File: config.mk
export PLATFORM = sky130hd
export DESIGN_NAME = pheap_frontend
export DESIGN_NICKNAME = d
export VERILOG_FILES = /design/src/rtl/pheap_frontend.sv
export SDC_FILE = /design/constraint.sdc
export NUM_CORES = 1
export LEC_CHECK = 0
export ABC_AREA = 1
export BUFFER_PORTS_ARGS = -buffer_cell sky130_fd_sc_hd__buf_4
export CAP_MARGIN = 40
export CORE_MARGIN = 2
export CORE_UTILIZATION = 45
export CTS_BUF_LIST = sky130_fd_sc_hd__clkbuf_8 sky130_fd_sc_hd__clkbuf_16
export CTS_CLUSTER_SIZE = 30
export DETAILED_ROUTE_END_ITERATION = 16
export PLACE_DENSITY = 0.8
export SETUP_SLACK_MARGIN = 0.05
export SYNTH_ARGS = -nofsm -noshare
export SYNTH_HDL_FRONTEND = slang
export SYNTH_SLANG_ARGS = --single-unit
export TNS_END_PERCENT = 30
File: constraint.sdc
create_clock -name clk -period 1.93 [get_ports clk]
set_input_delay 0.2895 -clock clk [delete_from_list [all_inputs] [get_ports clk]]
set_output_delay 0.2895 -clock clk [all_outputs]
set_load 0.005 [all_outputs]
File: src/rtl/pheap_frontend.sv
// Command front-end for pipelined-heap level 0: admits LEQ/DEQ/CLEAR requests,
// enforces occupancy and issue spacing, and holds dequeued results for the client.
module pheap_frontend #(
  parameter int LEVELS       = 4,
  parameter int ISSUE_GAP    = 2,
  parameter int RSP_LAT      = 1,
  parameter int CLEAR_CYCLES = LEVELS
) (
  input  logic              clk,
  input  logic              rst,
  input  logic              req_valid,
  output logic              req_ready,
  input  logic [1:0]        req_op,
  input  logic [31:0]       req_value,
  output logic [33:0]       l0_op,
  input  logic              l0_rsp_valid,
  input  logic [31:0]       l0_rsp_value,
  output logic              rsp_valid,
  input  logic              rsp_ready,
  output logic [31:0]       rsp_value,
  output logic [LEVELS-1:0] count,
  output logic              err_full,
  output logic              err_empty
);

  // states:
  //   IDLE     | ready for a new client request
  //   GAP      | spacing out level-0 issues after an op
  //   WAIT_RSP | DEQ issued, waiting for the popped root
  //   CLEARING | CLEAR issued, letting it ripple through the levels
  typedef enum logic [1:0] {IDLE, GAP, WAIT_RSP, CLEARING} state_t;

  localparam logic [1:0] OP_FREE  = 2'd0;
  localparam logic [1:0] OP_LEQ   = 2'd1;
  localparam logic [1:0] OP_DEQ   = 2'd2;
  localparam logic [1:0] OP_CLEAR = 2'd3;

  localparam int TMAX     = (ISSUE_GAP > CLEAR_CYCLES) ? ISSUE_GAP : CLEAR_CYCLES;
  localparam int TW       = $clog2(TMAX + 1);
  localparam int POST_GAP = (RSP_LAT >= ISSUE_GAP - 1) ? 0 : (ISSUE_GAP - 1 - RSP_LAT);

  localparam logic [LEVELS-1:0] CAP = {LEVELS{1'b1}};

  state_t state, state_next;

  logic [TW-1:0]     timer, timer_d;
  logic [33:0]       l0_op_d;
  logic [LEVELS-1:0] count_d;
  logic              rsp_valid_d;
  logic [31:0]       rsp_value_d;
  logic              err_full_d, err_empty_d;
  logic              accept;

  assign req_ready = !rst && (state == IDLE) && (timer == '0) && !rsp_valid;
  assign accept    = req_valid && req_ready;

  always_ff @(posedge clk) begin
    if (rst) state <= IDLE;
    else     state <= state_next;
  end

  always_comb begin
    state_next = state;
    case (state)
      IDLE: begin
        if (accept) begin
          case (req_op)
            OP_LEQ:   if (count != CAP) state_next = (ISSUE_GAP > 1) ? GAP : IDLE;
            OP_DEQ:   if (count != '0)  state_next = WAIT_RSP;
            OP_CLEAR: state_next = CLEARING;
            default:  state_next = IDLE;
          endcase
        end
      end
      GAP:      if (timer <= TW'(1)) state_next = IDLE;
      WAIT_RSP: if (l0_rsp_valid) state_next = (POST_GAP > 0) ? GAP : IDLE;
      CLEARING: if (timer <= TW'(1)) state_next = IDLE;
      default:  state_next = IDLE;
    endcase
  end

  always_comb begin
    l0_op_d     = {OP_FREE, 32'd0};
    count_d     = count;
    timer_d     = timer;
    rsp_valid_d = rsp_valid;
    rsp_value_d = rsp_value;
    err_full_d  = 1'b0;
    err_empty_d = 1'b0;

    if (rsp_valid && rsp_ready) rsp_valid_d = 1'b0;

    case (state)
      IDLE: begin
        if (accept) begin
          case (req_op)
            OP_LEQ: begin
              if (count != CAP) begin
                l0_op_d = {OP_LEQ, req_value};
                count_d = count + LEVELS'(1);
                timer_d = TW'(ISSUE_GAP - 1);
              end else begin
                err_full_d = 1'b1;
              end
            end
            OP_DEQ: begin
              if (count != '0) begin
                l0_op_d = {OP_DEQ, 32'd0};
                count_d = count - LEVELS'(1);
              end else begin
                err_empty_d = 1'b1;
              end
            end
            OP_CLEAR: begin
              l0_op_d = {OP_CLEAR, 32'd0};
              count_d = '0;
              timer_d = TW'(CLEAR_CYCLES);
            end
            default: ;
          endcase
        end
      end
      GAP, CLEARING: timer_d = (timer <= TW'(1)) ? '0 : timer - TW'(1);
      WAIT_RSP: begin
        if (l0_rsp_valid) begin
          rsp_valid_d = 1'b1;
          rsp_value_d = l0_rsp_value;
          timer_d     = TW'(POST_GAP);
        end
      end
      default: ;
    endcase
  end

  always_ff @(posedge clk) begin
    if (rst) begin
      l0_op     <= {OP_FREE, 32'd0};
      count     <= '0;
      timer     <= '0;
      rsp_valid <= 1'b0;
      rsp_value <= '0;
      err_full  <= 1'b0;
      err_empty <= 1'b0;
    end else begin
      l0_op     <= l0_op_d;
      count     <= count_d;
      timer     <= timer_d;
      rsp_valid <= rsp_valid_d;
      rsp_value <= rsp_value_d;
      err_full  <= err_full_d;
      err_empty <= err_empty_d;
    end
  end

endmodule

==> summary.md, run 1 <==
| Metric | Value |
|---|---|
| GP Congestion | 0.826 |
| Final Hold Fails | 0 |
| Syn avg cell area | around 7.7 um2 |
| Port bufs | 144 |
| CP Capture Point | req_ready |
| Max Cap Violations | 0 |
| Leakage | between 1.5 and 2 nW |
| Worst setup SP type | flip-flop |
| Final WL | roughly 7600 um |
| Core box area | 6350 um2 |
| Via count | 2966 |
| CP Class | reg -> out |
| Worst R2R End | state[0]$_SDFFE_PP0P_ |
| Commonest non-fill, non-tap cells in the layout | 150 x buf_4, 100 x nand2_1, 78 x dfxtp_1, 60 x nor2_1, 41 x nand3_1 |
| Flop-to-flop setup slack | approximately 0.28 ns |
| Gr ovfl total | 0 |
| Most common cell after layout, fill and taps aside | buf_4 |
| TritonCTS clock tree | built |
| Slew Limit Fails | 0 |
| Seq/Total Area, Yosys | a little over half |
| Worst Tran Pin Value | roughly 0.38 ns |
| IO Pins | ~150 |
| Crit path required time | 1.64 ns |
| Post-route cell area | 4270 um2 |
| Fin crit period | around 1.7 ns |
| Final setup fails | 0 |
| Setup_tns | 0 ns |
| Synth warn | 0 |
| Post-CTS Hold Fix Bufs | 0 |
| Initial detailed-routing violation count | approximately 110 |
| Area Growth Syn to Fin | 44.8% |
| Reg2Reg Depth | 9 |
| Critical register-to-register path startpoint | timer[0]$_SDFFE_PP0P_ |
| Sink Count | 78 |
| NumNets Final | 600 |
| Area after DPL | roughly 4000 um2 |
| Pwr per Cell Area | 979 nW/um2 |
| Die Span Y | 85.0 um |
| Via-per-instance ratio | approximately 4.9 |
| Number of synthesized register bits | 78 |
| Syn Nets | 459 |
| Largest net degree at the start of global routing | 34 |
| Worst Hold Depth | 3 |
| Slew headroom | ~74% |
| Run status | completed |
| Clk_skew | 0.00742 ns |
| Gate Count Post-Synth | about 380 |
| Clk buf depth | 2 |
| DR WL/cell | approximately 13 um |
| Worst-Skew Late Latency | around 0.33 ns |
| HP Class | in -> reg |
| First-pass GRT wire length | 12200 um |
| TritonCTS buffer count | 9 |
| Mapped Area | just under 3000 um2 |
| N_diodes | 0 |
| Post-DP HPWL | 5650 um |
| Global-route total usage across every layer | 20.8% |
| Crit path from | timer[0]$_SDFFE_PP0P_ |
| Clock Pin Slew Worst Setup and Hold Paths | 0.07 ns |
| Horiz. Die Dim | 85.0 um |
| Die area | 7220 um2 |
| Root buf cell | clkbuf_8 |
| Fmax | 579 MHz |
| Cell variety after synth | 23 |
| Final ANT Viol Nets | 0 |
| Final worst-path cycle share | 89.5% |
| Worst VDD drop | between 0.0006 and 0.0007 V |
| DRT Pass-1 Iters | 5 |
| Initial Util | 46.4% |
| Vias in the first global route | 2704 |
| DRC errors left | 0 |
| Share of cells above drive strength 1 | 33.1% |
| Unrepaired setup endpoints after global routing | no |
| Htree depth | 3 |
| CP max FO | 4 |
| Initial antenna violation count | 0 |
| Worst path arrival time | 1.44 ns |
| Row count | 29 |
| CP endpoint kind | output pin |
[cells in the mapped netlist, drive strengths merged]
library cell	n	area, um2
or2	2	12.5
a21oi	38	190
dfxtp	78	1560
fa	1	20.0
buf	12	58.8
nand4	1	6.26
nor2	65	273
xnor2	2	17.5
nor3	2	10.0
o22ai	2	12.5
nand2	100	375
inv	22	82.6
ha	5	62.6
clkbuf	8	30.0
o21ai	2	13.8
nand3	42	223
[registers in the layout, indices dropped and copies added, names as in the netlist]
signal / count
l0_op: 34
rsp_value: 32
count: 4
timer: 3
state: 2
err_empty: 1
err_full: 1
rsp_valid: 1
[report_power, final]
group          switching (W)  leakage (nW)  internal (W)
logic               0.000675          1.27      0.000516
registers          0.0000878         0.631       0.00176
clock network       0.000532        0.0980      0.000616
total                0.00129          2.00       0.00289
[critical path, cell delays in order, from the launching register on]
cell and delay [ns]:
dfxtp_1 0.33, inv_1 0.12, ha_1 0.18, inv_1 0.05
nor2_2 0.12, nand3_4 0.11, inv_1 0.09, buf_4 0.11
[layout make-up]
cell class | instances | area (um2)
Clock buffer | 10 | 138
Multi-Input combinational cell | 262 | 1220
Fill cell | 513 | 2080
Timing Repair Buffer | 150 | 1130
Inverter | 22 | 82.6
Sequential cell | 78 | 1560
Clock inverter | 4 | 48.8
Tap cell | 77 | 96.3
[how the worst min path moves through the flow]
stage               slack (ns)                  startpoint                    endpoint
floorplan                 0.41               req_value[14]        l0_op[14]$_SDFF_PP0_
global placement          0.45  rsp_value[16]$_SDFFE_PP0P_  rsp_value[16]$_SDFFE_PP0P_
detailed placement        0.45   rsp_value[3]$_SDFFE_PP0P_   rsp_value[3]$_SDFFE_PP0P_
CTS                       0.16               req_value[29]        l0_op[29]$_SDFF_PP0_
global route              0.15                req_value[3]         l0_op[3]$_SDFF_PP0_
finish                    0.17               req_value[29]        l0_op[29]$_SDFF_PP0_
[per-stage QoR]
step | worst slack (ns) | instances | util (%) | hold slack, ns | power, W
finish | 0.203 | 603 | 67.3 | 0.172 | 0.00418
global placement | 0.298 | 589 | 64.3 | 0.448 | 0.00304
CTS | 0.137 | 603 | 67.2 | 0.155 | 0.00422
floorplan | 0.425 | 382 | - | 0.410 | 0.00261
detailed placement | 0.220 | 589 | 64.3 | 0.452 | 0.00306
global route | 0.0765 | 603 | 67.3 | 0.154 | 0.00446
[timing repair]
action / CTS / global route
endpoints found under the setup margin: 0 / 2
resized for setup: 0 / 1
setup buffers: 0 / 0
[per-layer routing]
layer / wire (um) / up-vias / part of all wire, % / global-route usage (%)
met5: 0 / - / 0 / 0
met4: 165 / 0 / 2.2 / 10.2
met3: 834 / 17 / 11 / 7.59
met2: 3410 / 145 / 45 / 31.3
met1: 3210 / 1322 / 42 / 26.2
li1: - / 1482 / - / -
[kinds of logic (layout without fill, tap and decap cells)]
logic type | after synthesis | count (layout) | synth area share [%]
AO/OA/AOI/OAI | 42 | 42 | 7.34
AND/OR/NAND/NOR | 212 | 212 | 30.5
flip-flops | 78 | 78 | 52.9
adder cells (fa/ha/maj) | 6 | 6 | 2.80
XOR/XNOR | 2 | 2 | 0.594
buffers and inverters | 42 | 186 | 5.81
Note: power is estimated with default switching activity, not from simulation.
==> run 2, diff against run 1 <==
- ABC_AREA: 1 -> 0
- CORE_UTILIZATION: 45 -> 44
- PLACE_DENSITY: 0.8 -> 0.79
==> run 2 against run 1 <==
  * The run now ends with negative setup slack left
  * Sequential share of layout area is 0.84 points lower
  * Clock skew grew 0.0022 ns
  * Via count fell by 12%
  * Worst setup slack lost 0.49 ns
  * Die area fell by 3.7%
  * Final cell count decreased by 10%
  * Sequential power down 9.8%
  * Non-clock buffer count grew 16
  * Clock power rose by 20%
==> summary.md, run 2 <==
| Metric | Value |
|---|---|
| Run status | finished with violations |
| Failing checks | negative setup slack |
| Max Cap Violations | 0 (unchanged) |
| Final setup margin | -0.289 ns (-0.492 ns) |
| GP Congestion | 0.828 (+0.18%) |
| First-pass GRT wire length | 11500 um (-5.6%) |
| Row count | 28 (-3.4%) |
| IO Pins | 145 (unchanged) |
| Syn avg cell area | 9.21 um2 (+19%) |
| Slew headroom | 71.0% (-3.5 points) |
| Commonest cells post-synth | 78 x dfxtp_1, 72 x nand2_1, 41 x a21oi_1 |
| CP endpoint kind | flip-flop |
| DR WL/cell | 13.9 um (+9.9%) |
| Post-synth top area share | 56.3% (+3.4 points) |
| Largest net degree at the start of global routing | 43 (+26%) |
| HP Class | in -> reg |
| Hold_ws | 0.130 ns (-0.0423 ns) |
| Root buf cell | clkbuf_8 |
| Synth warn | 0 (unchanged) |
| Cell variety after synth | 33 (+43%) |
| Final worst-path cycle share | 115% (+25 points) |
| CP max FO | 16 (+12) |
| Number of synthesized register bits | 78 (unchanged) |
| Initial detailed-routing violation count | 85 (-25%) |
| Fmax | 451 MHz (-22%) |
| Ys async rst share | 0% (unchanged) |
| Via count | 2612 (-12%) |
| Seq/Total Area, Yosys | 56.3% (+3.4 points) |
| Reg2Reg Depth | 8 (-1) |
| NumNets Final | 537 (-11%) |
| Top reg by flops | l0_op |
| Cell taking the most area after synthesis | dfxtp_1 |
| Worst R2R End | l0_op[27]$_SDFF_PP0_ |
| Port bufs | 144 (unchanged) |
| Initial antenna violation count | 0 (unchanged) |
| Worst VDD drop | 0.000538 V (-16%) |
| Final Hold Fails | 0 (unchanged) |
| Commonest non-fill, non-tap cells in the layout | 161 x buf_4, 77 x dfxtp_1, 72 x nand2_1, 41 x a21oi_1, 28 x and2_1 |
| Mapped Area | 2770 um2 (-6.0%) |
| Slew Limit Fails | 0 (unchanged) |
| Syn Nets | 378 (-18%) |
| Final ANT Viol Nets | 0 (unchanged) |
| Main area contributors after synthesis | dfxtp_1 56%, nand2_1 9.8%, and2_1 7.4%, a21oi_1 7.4%, clkbuf_1 2.3% |
| Max reg flops | 34 (unchanged) |
| Die Span Y | 83.4 um (-1.9%) |
| Clock Pin Slew Worst Setup and Hold Paths | 0.09 ns (+0.02 ns) |
| Worst path arrival time | 2.52 ns (+1.08 ns) |
| Clk_skew | 0.00966 ns (+0.00224 ns) |
| Worst-Skew Late Latency | 0.35 ns (+0.02 ns) |
| Global-route total usage across every layer | 20.6% (-0.18 points) |
| Top FF cell, synth | dfxtp_1 |
| Via-per-instance ratio | 4.84 (-1.7%) |
| Critical register-to-register path startpoint | timer[0]$_SDFFE_PP0P_ |
| Die area | 6950 um2 (-3.7%) |
| DRC errors left | 0 (unchanged) |
| Area after DPL | 4040 um2 (-1.0%) |
| Gr ovfl total | 0 (unchanged) |
| N_diodes | 0 (unchanged) |
| Clk buf depth | 2 (unchanged) |
| CP Class | reg -> reg |
| Post-route cell area | 4380 um2 (+2.4%) |
| Final setup fails | 39 (+39) |
| TritonCTS buffer count | 9 (unchanged) |
| Area Growth Syn to Fin | 57.9% |
| Htree depth | 3 (unchanged) |
| Pre-CTS WS | -0.267 ns (-0.487 ns) |
| Min-delay src | req_value[20] |
| Worst Hold Depth | 2 (-1) |
| DRT Pass-1 Iters | 4 (-1) |
| Worst setup SP type | flip-flop |
| Worst Hold End | l0_op[20]$_SDFF_PP0_ |
| Final WL | 7500 um (-1.6%) |
| EDFF count, synth | 0 (unchanged) |
| Top Registers | l0_op x34, rsp_value x32, count x4 |
| Worst Tran Pin Value | 0.435 ns (+0.0534 ns) |
| Fill cells | 457 (-11%) |
| Post-CTS Hold Fix Bufs | 0 (unchanged) |
| Final core occ | 73.0% (+5.8 points) |
| Most common cell after layout, fill and taps aside | buf_4 |
| Vias in the first global route | 2444 (-9.6%) |
| Leakage | 2.02 nW (+1.0%) |
| Initial Util | 46.3% (-0.18 points) |
| Share of cells above drive strength 1 | 43.0% (+9.9 points) |
| Fin crit period | 2.22 ns (+0.492 ns) |
| Flop-to-flop setup slack | -0.29 ns (-0.57 ns) |
| Crit path required time | 2.23 ns (+0.59 ns) |
| Post-DP HPWL | 5380 um (-4.8%) |
| Unrepaired setup endpoints after global routing | yes |
| Gate Count Post-Synth | 301 (-21%) |
| Sink Count | 78 (unchanged) |
| Core box area | 5990 um2 (-5.7%) |
| Most frequent cell after synthesis | dfxtp_1 |
| TritonCTS clock tree | built |
| Horiz. Die Dim | 83.4 um (-1.9%) |
| Pwr per Cell Area | 774 nW/um2 (-21%) |
run 2: cell count changes after synthesis, sizes merged, moves of 4 or more:
cell,before,now
and2,0,33
nand3,42,2
nor2,65,10
inv,22,6
nand2,100,72
mux2i,0,4
clkbuf,8,17
buf,12,1
run 2: cells by family (layout without fill, tap and decap cells):
| kind of cell | count (synthesis) | in the layout | synth area share (%) |
|---|---|---|---|
| and+or+nand+nor | 135 | 135 | 24.4 |
| DFF | 78 | 78 | 56.3 |
| AOI/OAI and AO/OA | 53 | 53 | 11.0 |
| buffers and inverters | 24 | 188 | 3.52 |
| adders and majority gates | 6 | 6 | 2.98 |
| muxes | 4 | 4 | 1.44 |
| xor gates and xnor gates | 1 | 1 | 0.316 |
run 2: timing repair:
action / CTS / global route
buffers inserted: 0 / 1
gates cloned: 0 / 2
pin swaps: 5 / 1
endpoints found under the hold margin: 0 / 0
endpoints found under the setup margin: 42 / 45
gates resized for setup: 4 / 10
run 2: per-stage QoR:
| step | TNS (ns) | instances | power [W] |
|---|---|---|---|
| floorplan | -7.85 | 301 | 0.00182 |
| global placement | -7.09 | 521 | 0.00202 |
| detailed placement | -8.62 | 521 | 0.00202 |
| CTS | -9.04 | 537 | 0.00338 |
| global route | -12.98 | 540 | 0.00352 |
| finish | -9.85 | 540 | 0.00338 |
run 2: worst max-delay path by stage:
stage,start,to,slack [ns],cells past startpoint
6_report,timer[0]$_SDFFE_PP0P_,l0_op[27]$_SDFF_PP0_,-0.29,8
3_5_place_dp,timer[0]$_SDFFE_PP0P_,count[1]$_SDFFE_PP0P_,-0.27,7
2_1_floorplan,timer[0]$_SDFFE_PP0P_,count[0]$_SDFFE_PP0P_,-0.23,7
3_3_place_gp,timer[0]$_SDFFE_PP0P_,count[2]$_SDFFE_PP0P_,-0.23,7
5_1_grt,timer[0]$_SDFFE_PP0P_,count[3]$_SDFFE_PP0P_,-0.39,7
4_1_cts,timer[0]$_SDFFE_PP0P_,count[1]$_SDFFE_PP0P_,-0.28,7
run 2: routing by layer:
layer	vias up	wire, um	GRT usage [%]
li1	1305	-	-
met1	1216	3020	23.6
met2	78	3930	37.2
met3	13	381	3.18
met4	0	165	9.69
met5	-	0	0
run 2: area by class of cell:
| class | instances | area [um2] | share of cell area [%] |
|---|---|---|---|
| Inverter | 6 | 22.5 | 0.515 |
| Timing Repair Buffer | 166 | 1310 | 29.9 |
| Clock inverter | 7 | 104 | 2.37 |
| Tap cell | 75 | 93.8 | 2.14 |
| Clock buffer | 9 | 124 | 2.83 |
| Sequential cell | 78 | 1560 | 35.7 |
| Multi-Input combinational cell | 199 | 1160 | 26.5 |
run 2: worst max-delay path, cell delays in order, from the launching register on:
cell and delay, ns:
dfxtp_2 0.33, inv_2 0.05, ha_1 0.12, or4b_4 0.45, or4b_4 0.54, nor4_4 0.24, buf_6 0.16, clkbuf_16 0.16
and2_1 0.12
run 2: where the power goes:
| group | total (W) | internal [W] | switching [W] |
|---|---|---|---|
| Clock | 0.00138 | 0.000746 | 0.000633 |
| Sequential | 0.00166 | 0.00164 | 0.0000195 |
| Combinational | 0.000347 | 0.000209 | 0.000138 |
